===== src/rtl/seq_divider_if.sv =====
// ----------------------------------------------------------------------------
// seq_divider_if
// Handshake and data bundle for the sequential divider.
//   master : drives i_start, i_signed_op, i_a (dividend), i_b (divisor);
//            observes o_q, o_r, o_busy, o_done, o_dz, o_v
//   slave  : the divider itself (directions mirrored)
// ----------------------------------------------------------------------------
interface seq_divider_if #(
   parameter int WIDTH = 18
);
   logic             i_start;
   logic             i_signed_op;
   logic [WIDTH-1:0] i_a;
   logic [WIDTH-1:0] i_b;
   logic [WIDTH-1:0] o_q;
   logic [WIDTH-1:0] o_r;
   logic             o_busy;
   logic             o_done;
   logic             o_dz;
   logic             o_v;

   modport master (
      output i_start, i_signed_op, i_a, i_b,
      input  o_q, o_r, o_busy, o_done, o_dz, o_v
   );

   modport slave (
      input  i_start, i_signed_op, i_a, i_b,
      output o_q, o_r, o_busy, o_done, o_dz, o_v
   );
endinterface


===== src/rtl/seq_divider.sv =====
// ----------------------------------------------------------------------------
// seq_divider
// Multi-cycle restoring integer divider, one quotient bit per cycle.
// Signed (truncating toward zero, remainder follows dividend) and unsigned
// modes; divide-by-zero and most-negative/-1 overflow finish immediately
// with fixed results and a flag.
//   i_clk        : clock, rising edge
//   i_rst_n      : asynchronous active-low reset
//   io (slave)   : i_start/i_signed_op/i_a/i_b in; o_q/o_r/o_busy/o_done/
//                  o_dz/o_v out, all driven from flops
// ----------------------------------------------------------------------------
module seq_divider #(
   parameter int WIDTH = 18
) (
   input  logic         i_clk,
   input  logic         i_rst_n,
   seq_divider_if.slave io
);

   localparam int CNT_W = $clog2(WIDTH);
   localparam logic [WIDTH-1:0] MOST_NEG = {1'b1, {(WIDTH-1){1'b0}}};
   localparam logic [WIDTH-1:0] ALL_ONES = {WIDTH{1'b1}};

   typedef enum logic [1:0] {IDLE, RUN, FIX, DONE} state_t;

   // control / output registers
   state_t           r_state;
   logic [CNT_W-1:0] r_cnt;
   logic             r_sign_a;
   logic             r_sign_b;
   logic [WIDTH-1:0] r_q;
   logic [WIDTH-1:0] r_r;
   logic             r_busy;
   logic             r_done;
   logic             r_dz;
   logic             r_v;

   // iteration datapath registers
   logic [WIDTH-1:0] r_rem;
   logic [WIDTH-1:0] r_quo;
   logic [WIDTH-1:0] r_div;

   logic             w_accept;
   logic             w_sign_a;
   logic             w_sign_b;
   logic [WIDTH:0]   w_rem_sh;
   logic [WIDTH:0]   w_trial;
   logic             w_trial_neg;

   // Two's-complement negation in WIDTH bits.
   function automatic logic [WIDTH-1:0] f_neg(input logic [WIDTH-1:0] v);
      logic signed [WIDTH-1:0] s;
      s = $signed(v);
      s = -s;
      return s;
   endfunction

   // Magnitude taken in WIDTH+1 bits so the most-negative value does not wrap;
   // the result always fits an unsigned WIDTH-bit field.
   function automatic logic [WIDTH-1:0] f_mag(input logic [WIDTH-1:0] v, input logic neg);
      logic signed [WIDTH:0] ext;
      ext = neg ? $signed({v[WIDTH-1], v}) : $signed({1'b0, v});
      if (neg) ext = -ext;
      return ext[WIDTH-1:0];
   endfunction

   assign w_accept = (r_state == IDLE) && io.i_start;
   assign w_sign_a = io.i_a[WIDTH-1] & io.i_signed_op;
   assign w_sign_b = io.i_b[WIDTH-1] & io.i_signed_op;

   // Shifted partial remainder needs one extra bit; the trial difference's top
   // bit is a valid borrow because rem_shifted < 2*divisor.
   assign w_rem_sh    = {r_rem, r_quo[WIDTH-1]};
   assign w_trial     = w_rem_sh - {1'b0, r_div};
   assign w_trial_neg = w_trial[WIDTH];

   // ---- iteration datapath: load on accept, one restoring step per RUN cycle
   always_ff @(posedge i_clk) begin
      if (w_accept) begin
         r_quo <= f_mag(io.i_a, w_sign_a);
         r_div <= f_mag(io.i_b, w_sign_b);
         r_rem <= '0;
      end else if (r_state == RUN) begin
         r_rem <= w_trial_neg ? w_rem_sh[WIDTH-1:0] : w_trial[WIDTH-1:0];
         r_quo <= {r_quo[WIDTH-2:0], ~w_trial_neg};
      end
   end

   // ---- control FSM with registered outputs
   always_ff @(posedge i_clk or negedge i_rst_n) begin
      if (!i_rst_n) begin
         r_state  <= IDLE;
         r_cnt    <= '0;
         r_sign_a <= 1'b0;
         r_sign_b <= 1'b0;
         r_q      <= '0;
         r_r      <= '0;
         r_busy   <= 1'b0;
         r_done   <= 1'b0;
         r_dz     <= 1'b0;
         r_v      <= 1'b0;
      end else begin
         case (r_state)
            IDLE: begin
               r_done <= 1'b0;
               r_busy <= 1'b0;
               if (io.i_start) begin
                  r_sign_a <= w_sign_a;
                  r_sign_b <= w_sign_b;
                  r_dz     <= 1'b0;
                  r_v      <= 1'b0;
                  r_busy   <= 1'b1;
                  r_cnt    <= '0;
                  if (io.i_b == '0) begin
                     r_state <= DONE;
                     r_q     <= ALL_ONES;
                     r_r     <= io.i_a;
                     r_dz    <= 1'b1;
                     r_done  <= 1'b1;
                  end else if (io.i_signed_op && io.i_a == MOST_NEG && io.i_b == ALL_ONES) begin
                     r_state <= DONE;
                     r_q     <= io.i_a;
                     r_r     <= '0;
                     r_v     <= 1'b1;
                     r_done  <= 1'b1;
                  end else begin
                     r_state <= RUN;
                  end
               end
            end
            RUN: begin
               r_cnt <= r_cnt + 1'b1;
               if (r_cnt == CNT_W'(WIDTH-1)) r_state <= FIX;
            end
            FIX: begin
               r_q     <= (r_sign_a ^ r_sign_b) ? f_neg(r_quo) : r_quo;
               r_r     <= r_sign_a ? f_neg(r_rem) : r_rem;
               r_done  <= 1'b1;
               r_state <= DONE;
            end
            DONE: begin
               r_done  <= 1'b0;
               r_busy  <= 1'b0;
               r_state <= IDLE;
            end
            default: r_state <= IDLE;
         endcase
      end
   end

   assign io.o_q    = r_q;
   assign io.o_r    = r_r;
   assign io.o_busy = r_busy;
   assign io.o_done = r_done;
   assign io.o_dz   = r_dz;
   assign io.o_v    = r_v;

endmodule

===== src/flat_wrapper.sv =====
// flat-port wrapper written by rule: the top's interface ports become plain ports
module seq_divider_flat 
#(
   parameter int WIDTH = 18
)
  (i_clk, i_rst_n, io_i_start, io_i_signed_op, io_i_a, io_i_b, io_o_q, io_o_r, io_o_busy, io_o_done, io_o_dz, io_o_v);
  seq_divider_if #(.WIDTH(WIDTH)) io_i ();
  input  logic i_clk;
  input  logic i_rst_n;
  input wire logic [$bits(io_i.i_start)-1:0] io_i_start;
  input wire logic [$bits(io_i.i_signed_op)-1:0] io_i_signed_op;
  input wire logic [$bits(io_i.i_a)-1:0] io_i_a;
  input wire logic [$bits(io_i.i_b)-1:0] io_i_b;
  output wire logic [$bits(io_i.o_q)-1:0] io_o_q;
  output wire logic [$bits(io_i.o_r)-1:0] io_o_r;
  output wire logic [$bits(io_i.o_busy)-1:0] io_o_busy;
  output wire logic [$bits(io_i.o_done)-1:0] io_o_done;
  output wire logic [$bits(io_i.o_dz)-1:0] io_o_dz;
  output wire logic [$bits(io_i.o_v)-1:0] io_o_v;
  assign io_i.i_start = io_i_start;
  assign io_i.i_signed_op = io_i_signed_op;
  assign io_i.i_a = io_i_a;
  assign io_i.i_b = io_i_b;
  assign io_o_q = io_i.o_q;
  assign io_o_r = io_i.o_r;
  assign io_o_busy = io_i.o_busy;
  assign io_o_done = io_i.o_done;
  assign io_o_dz = io_i.o_dz;
  assign io_o_v = io_i.o_v;
  seq_divider #(.WIDTH(WIDTH)) u_core (.i_clk(i_clk), .i_rst_n(i_rst_n), .io(io_i));
endmodule

===== config.mk =====
export PLATFORM = sky130hd
export DESIGN_NAME = seq_divider_flat
export DESIGN_NICKNAME = d
export VERILOG_FILES = /design/src/rtl/seq_divider_if.sv /design/src/rtl/seq_divider.sv /design/src/flat_wrapper.sv
export SDC_FILE = /design/constraint.sdc
export NUM_CORES = 1
export LEC_CHECK = 0
export BUFFER_PORTS_ARGS = -buffer_cell sky130_fd_sc_hd__buf_2
export CAP_MARGIN = 15
export CORE_ASPECT_RATIO = 0.5
export CORE_MARGIN = 2
export CORE_UTILIZATION = 59
export CTS_CLUSTER_DIAMETER = 40
export DETAILED_ROUTE_END_ITERATION = 12
export PLACE_DENSITY = 0.86
export SLEW_MARGIN = 15
export SYNTH_ARGS = -nofsm -noshare
export SYNTH_HDL_FRONTEND = slang
export SYNTH_SLANG_ARGS = --single-unit

===== constraint.sdc =====
create_clock -name i_clk -period 4.02 [get_ports i_clk]
set_clock_uncertainty 0.2 [all_clocks]
set_input_delay 0.402 -clock i_clk [delete_from_list [all_inputs] [get_ports i_clk]]
set_output_delay 0.402 -clock i_clk [all_outputs]
set_load 0.03 [all_outputs]

[Word level (Yosys, flattened, before mapping)]
Index checks and enable logic that the tools add are counted.
Operators by class
  reduce and logical (&&, ||, !) cells: 14
  muxes and demuxes: 30
  add/sub/neg operators: 6
  bitwise operators: 4
  equality and inequality tests: 9
Operators with widths (number)
  $mux 18: 13
  $neg 18->18: 4
  $pmux 18 s2: 2
  $eq 18x18->1 const B: 2
  $sub 19x18->19: 1
  $logic_not 18->1: 1
  $pmux 5 s2: 1
  $mux 2: 4
  $pmux 2 s4: 1
  $reduce_bool 2->1: 4
  $mux 1: 6
  $reduce_and 2->1: 3
  $add 5x1->5 const B: 1
  $eq 5x5->1 const B: 1
  $mux 5: 1
  $eq 2x2->1 const B: 2
  $ne 2x2->1 const B: 2
  $logic_and 1x1->1: 3
  $ne 3x3->1 const B: 1
  $pmux 1 s3: 1
  $reduce_and 3->1: 1
  $reduce_bool 3->1: 1
  $and 1x1->1: 2
  $eq 2x1->1 const B: 1
  4 further kinds: 4
Storage, ports and cells
  word-level logic and storage cells: 76
  input port bits: 40
  output and inout port bits: 40
  flip-flop bits (word level): 103

[Longest topological paths before layout]
  depth after elaboration: 7
  gate-level depth with buffers: 12
  mapped depth without buffers: 10

[Worst setup path after synthesis]
Ideal clock, no wire load.
  kind: in2reg
  from: input port io_i_b[11]
  to: register u_core.r_q[0], in the netlist u_core.io.o_q[0]
  arrival time: 2.580 ns
  setup time: 0.125 ns
  path buffers: 2
  slack: 1.116 ns
  data required time: 3.695 ns
  stages: 8
  cell sequence: or4_4 or4_1 or3_1 buf_2 and2_4 o22ai_2 buf_6 mux2_2
On the way
  longest elaborated chain between the ends: 4
  elaborated cells on any way between the ends: 8
  those cells by class: 2 x eq/ne; 3 x mux; 3 x reduce/logical
RTL lines
  from (decl): RTL line flat_wrapper.sv:13  | input wire logic [$bits(io_i.i_b)-1:0] io_i_b;
  $eq 18x18->1 / $logic_not 18->1 (equally long branches): RTL line seq_divider.sv:120, seq_divider.sv:114
  $logic_and 1x1->1 / $mux 18 (equally long branches): RTL line seq_divider.sv:120, seq_divider.sv:114
  $ne 3x3->1 (no line) / $mux 18 (equally long branches)
  $reduce_and 3->1 (no line) / $pmux 18 s2 (equally long branches)
  to (signal assigned): RTL line seq_divider.sv:122  | r_q <= io.i_a;
  to (signal assigned): RTL line seq_divider.sv:136  | r_q <= (r_sign_a ^ r_sign_b) ? f_neg(r_quo) : r_quo;
  to (decl): RTL line seq_divider.sv:31  | logic [WIDTH-1:0] r_q;
Parallel ways exist; a longest one is shown, timed or not. The select of a mux whose other input is x is not followed.
A chain may end at the register's enable or synchronous reset.

[Worst setup path in the final report]
  from: input port io_i_b[11]
  to: register u_core.r_q[2], in the netlist u_core.io.o_q[2]
The elaborated chain is that of the path after synthesis.

==> flow_summary.toml <==
[sta]
fin_crit_ns = 3.22
slew-limit-headroom = 0.373
slew_viol_final = 0
setup_violations = 0
fmax_mhz = 310
tightestPinTransition_ns = 0.917
layout_setup_ws_ns = 0.798
setup_tns_ns = 0
period_share = 0.802
hold_viol = 0
rsz0062_at_grt = "false"

[grt]
grtUsageMet2 = 0.464
grt_use_met1 = 0.382
grt-ovfl-total = 0
grt.met3_usage = 0.0679
grt_pass1_wl_um = 27800
antenna_found_initial = 0
busiest_layer = "met2"
grtUsageTotal = 0.288
grt_max_degree = 51
grt_pass1_vias = 5616

[placement]
place_hpwl_um = 12900
placedCellCount = 974
pre_cts_slack_ns = 0.472
gp_congestion = 0.958
io_buffers = 79
placed_cell_area_mm2 = 0.00731

[floorplan]
rows = 27
core_area_mm2 = 0.0111
die_area_mm2 = 0.0125
io_pins = 80
die_w_um = 156
die_h_um = 79.9
initial_core_util = 0.612

[power_and_ir_drop]
ir_drop_mv = 0.398
powerDensity_mw_per_mm2 = 854
p_leak_uw = 0.00315

[logic_synthesis]
yosys.area_share.xor_xnor = 0.106
avgSynthCellArea_um2 = 8.79
synth-adder-area-share = 0.0581
synth_top_area_frac = 0.180
synth_compound_area_frac = 0.203
ys_warn_count = 0
synthTopCellsByCount = "a21oi_1, nand2_1, nor2_1"
ys_ff_latch = 103
synthCells = 774
ys_types = 58
synth_ff_type = "dfrtp_1"
synth_edf_count = 36
synthesis.area_mm2 = 0.00680
synth-seq-area-share = 0.392
synth_mux_area_frac = 0.0397
syn-num-nets = 845
synth_area_leaders = "dfrtp_1, edfxtp_1, xnor2_1"
synthSimpleGateAreaFrac = 0.153
synth_top_family_by_area = "compound AO/OA/AOI/OAI gates"
async_flop_share = 0.476
synth.largest_area_cell = "dfrtp_1"

[drt]
routed_via_density = 6.12
drt-initial-drc-count = 603
ant_nets = 0
drcViolationCount = 0
routed_wl_um = 17400
route.vias.total = 6069
post_drt_wl_per_cell_um = 17.6
dr.pass1.iters = 8

[worst_setup_path]
worst_setup_path_start_kind = "input port"
worstSetupPathType = "in -> reg"
worstPathRequired_ns = 4.10
r2r_start = "u_core.r_rem[12]"
cp.arrival_ns = 3.30
crit_start = "io_i_b[11]"
critPathMaxFanout = 36
cp-end-kind = "flop"

[layout]
n_antenna_cell = 0
fin_cells = 991
final_area_mm2 = 0.00760
nets = 912
final_layout_size_suffix_gt1_frac = 0.150
finalCoreUtilization = 0.684
area_growth_pct = 11.8

[clocking]
htreeDepth = 3
clock_latency_ns = 0.36
clkTransAtPathRegs_ns = 0.08
cts_tree = "yes"
cts-root-buf = "clkbuf_16"
cts.repair.resized = 0
cts_buffers = 9
cts_sinks = 103
clockBufferDepth = 2

[job]
drv_cap = 0

[hold_path]
hold_path.class = "in -> reg"
hold_path_startpoint = "io_i_b[0]"

[status]
status = "completed"
-- registers in the layout, indices dropped and copies added (netlist names) --
| name | cells |
|---|---|
| u_core.r_sign_b | 1 |
| u_core.io.o_done | 1 |
| u_core.r_state | 2 |
| u_core.io.o_v | 1 |
| u_core.r_quo | 18 |
| u_core.r_div | 18 |
| u_core.r_rem | 18 |
| u_core.io.o_r | 18 |
| u_core.io.o_dz | 1 |
| u_core.r_cnt | 5 |
| u_core.io.o_q | 18 |
| u_core.r_sign_a | 1 |
| u_core.io.o_busy | 1 |
-- final timing paths --
path	endpoint	slack, ns	cells past startpoint
hold / removal	u_core.r_div[0]	0.07	1
setup reg to reg	u_core.r_rem[1]	0.87	9
max in group asynchronous	u_core.r_cnt[1]	2.51	3
hold reg to reg	u_core.io.o_q[11]	0.28	1
min in group asynchronous	u_core.io.o_r[1]	0.33	2
setup / recovery	u_core.io.o_q[2]	0.80	9
-- area by class of cell --
| type | instances | area, µm² |
|---|---|---|
| Sequential cell | 103 | 2670 |
| Multi-Input combinational cell | 594 | 3820 |
| Timing Repair Buffer | 91 | 488 |
| Inverter | 42 | 158 |
| Tap cell | 145 | 181 |
| Fill cell | 852 | 3510 |
| Clock buffer | 9 | 225 |
| Clock inverter | 7 | 57.6 |
-- routing by layer --
metal	vias up	wire, µm
li1	2896	-
met1	2838	7640
met2	283	7820
met3	52	1420
met4	0	527
met5	-	0
-- power breakdown --
group	leakage [µW]	internal, µW	total (µW)	switching (µW)
Sequential	0.00107	1600	2040	443
Clock	0.000135	427	847	420
Combinational	0.00195	1360	3600	2240
Total	0.00315	3390	6490	3100
-- metrics by stage --
stage	hold slack [ns]	power (µW)
floorplan	-0.0936	4690
global placement	0.155	5470
detailed placement	0.162	5600
CTS	0.0719	6450
global route	0.0805	6930
finish	0.0703	6490
-- placed cells by master, fill, tap and decap left out, types with 14 or more instances in the layout --
master / n
a21oi_1: 75
a22oi_1: 14
buf_2: 79
dfrtp_1: 49
dfxtp_1: 18
edfxtp_1: 36
ha_1: 30
inv_1: 41
mux2i_1: 18
nand2_1: 75
nor2_1: 73
nor3_1: 16
o21ai_0: 68
o31ai_1: 14
xnor2_1: 52
xor2_1: 29
-- worst max-delay path, cell delays in order --
cell and delay (ns):
buf_2 0.13, or4_4 0.55, or4_1 0.44, or3_1 0.49, and2_4 0.25, o22ai_4 0.33, buf_4 0.45, nor2_1 0.07
a21oi_1 0.16
-- cell families (layout without fill, tap and decap cells) --
logic type                 Yosys count  count (layout)
muxes                               26              26
DFF                                103             103
xor gates and xnor gates            82              82
and+or+nand+nor                    226             226
buffers and inverters               77             149
adders and majority gates           31              31
AOI/OAI and AO/OA                  229             229
-- timing repair --
action	in CTS	in global routing
buffers inserted	0	0
setup endpoints to repair	0	0
endpoints found under the hold margin	18	0
hold buffers	1	0
Note: power is estimated with default switching activity, not from simulation.
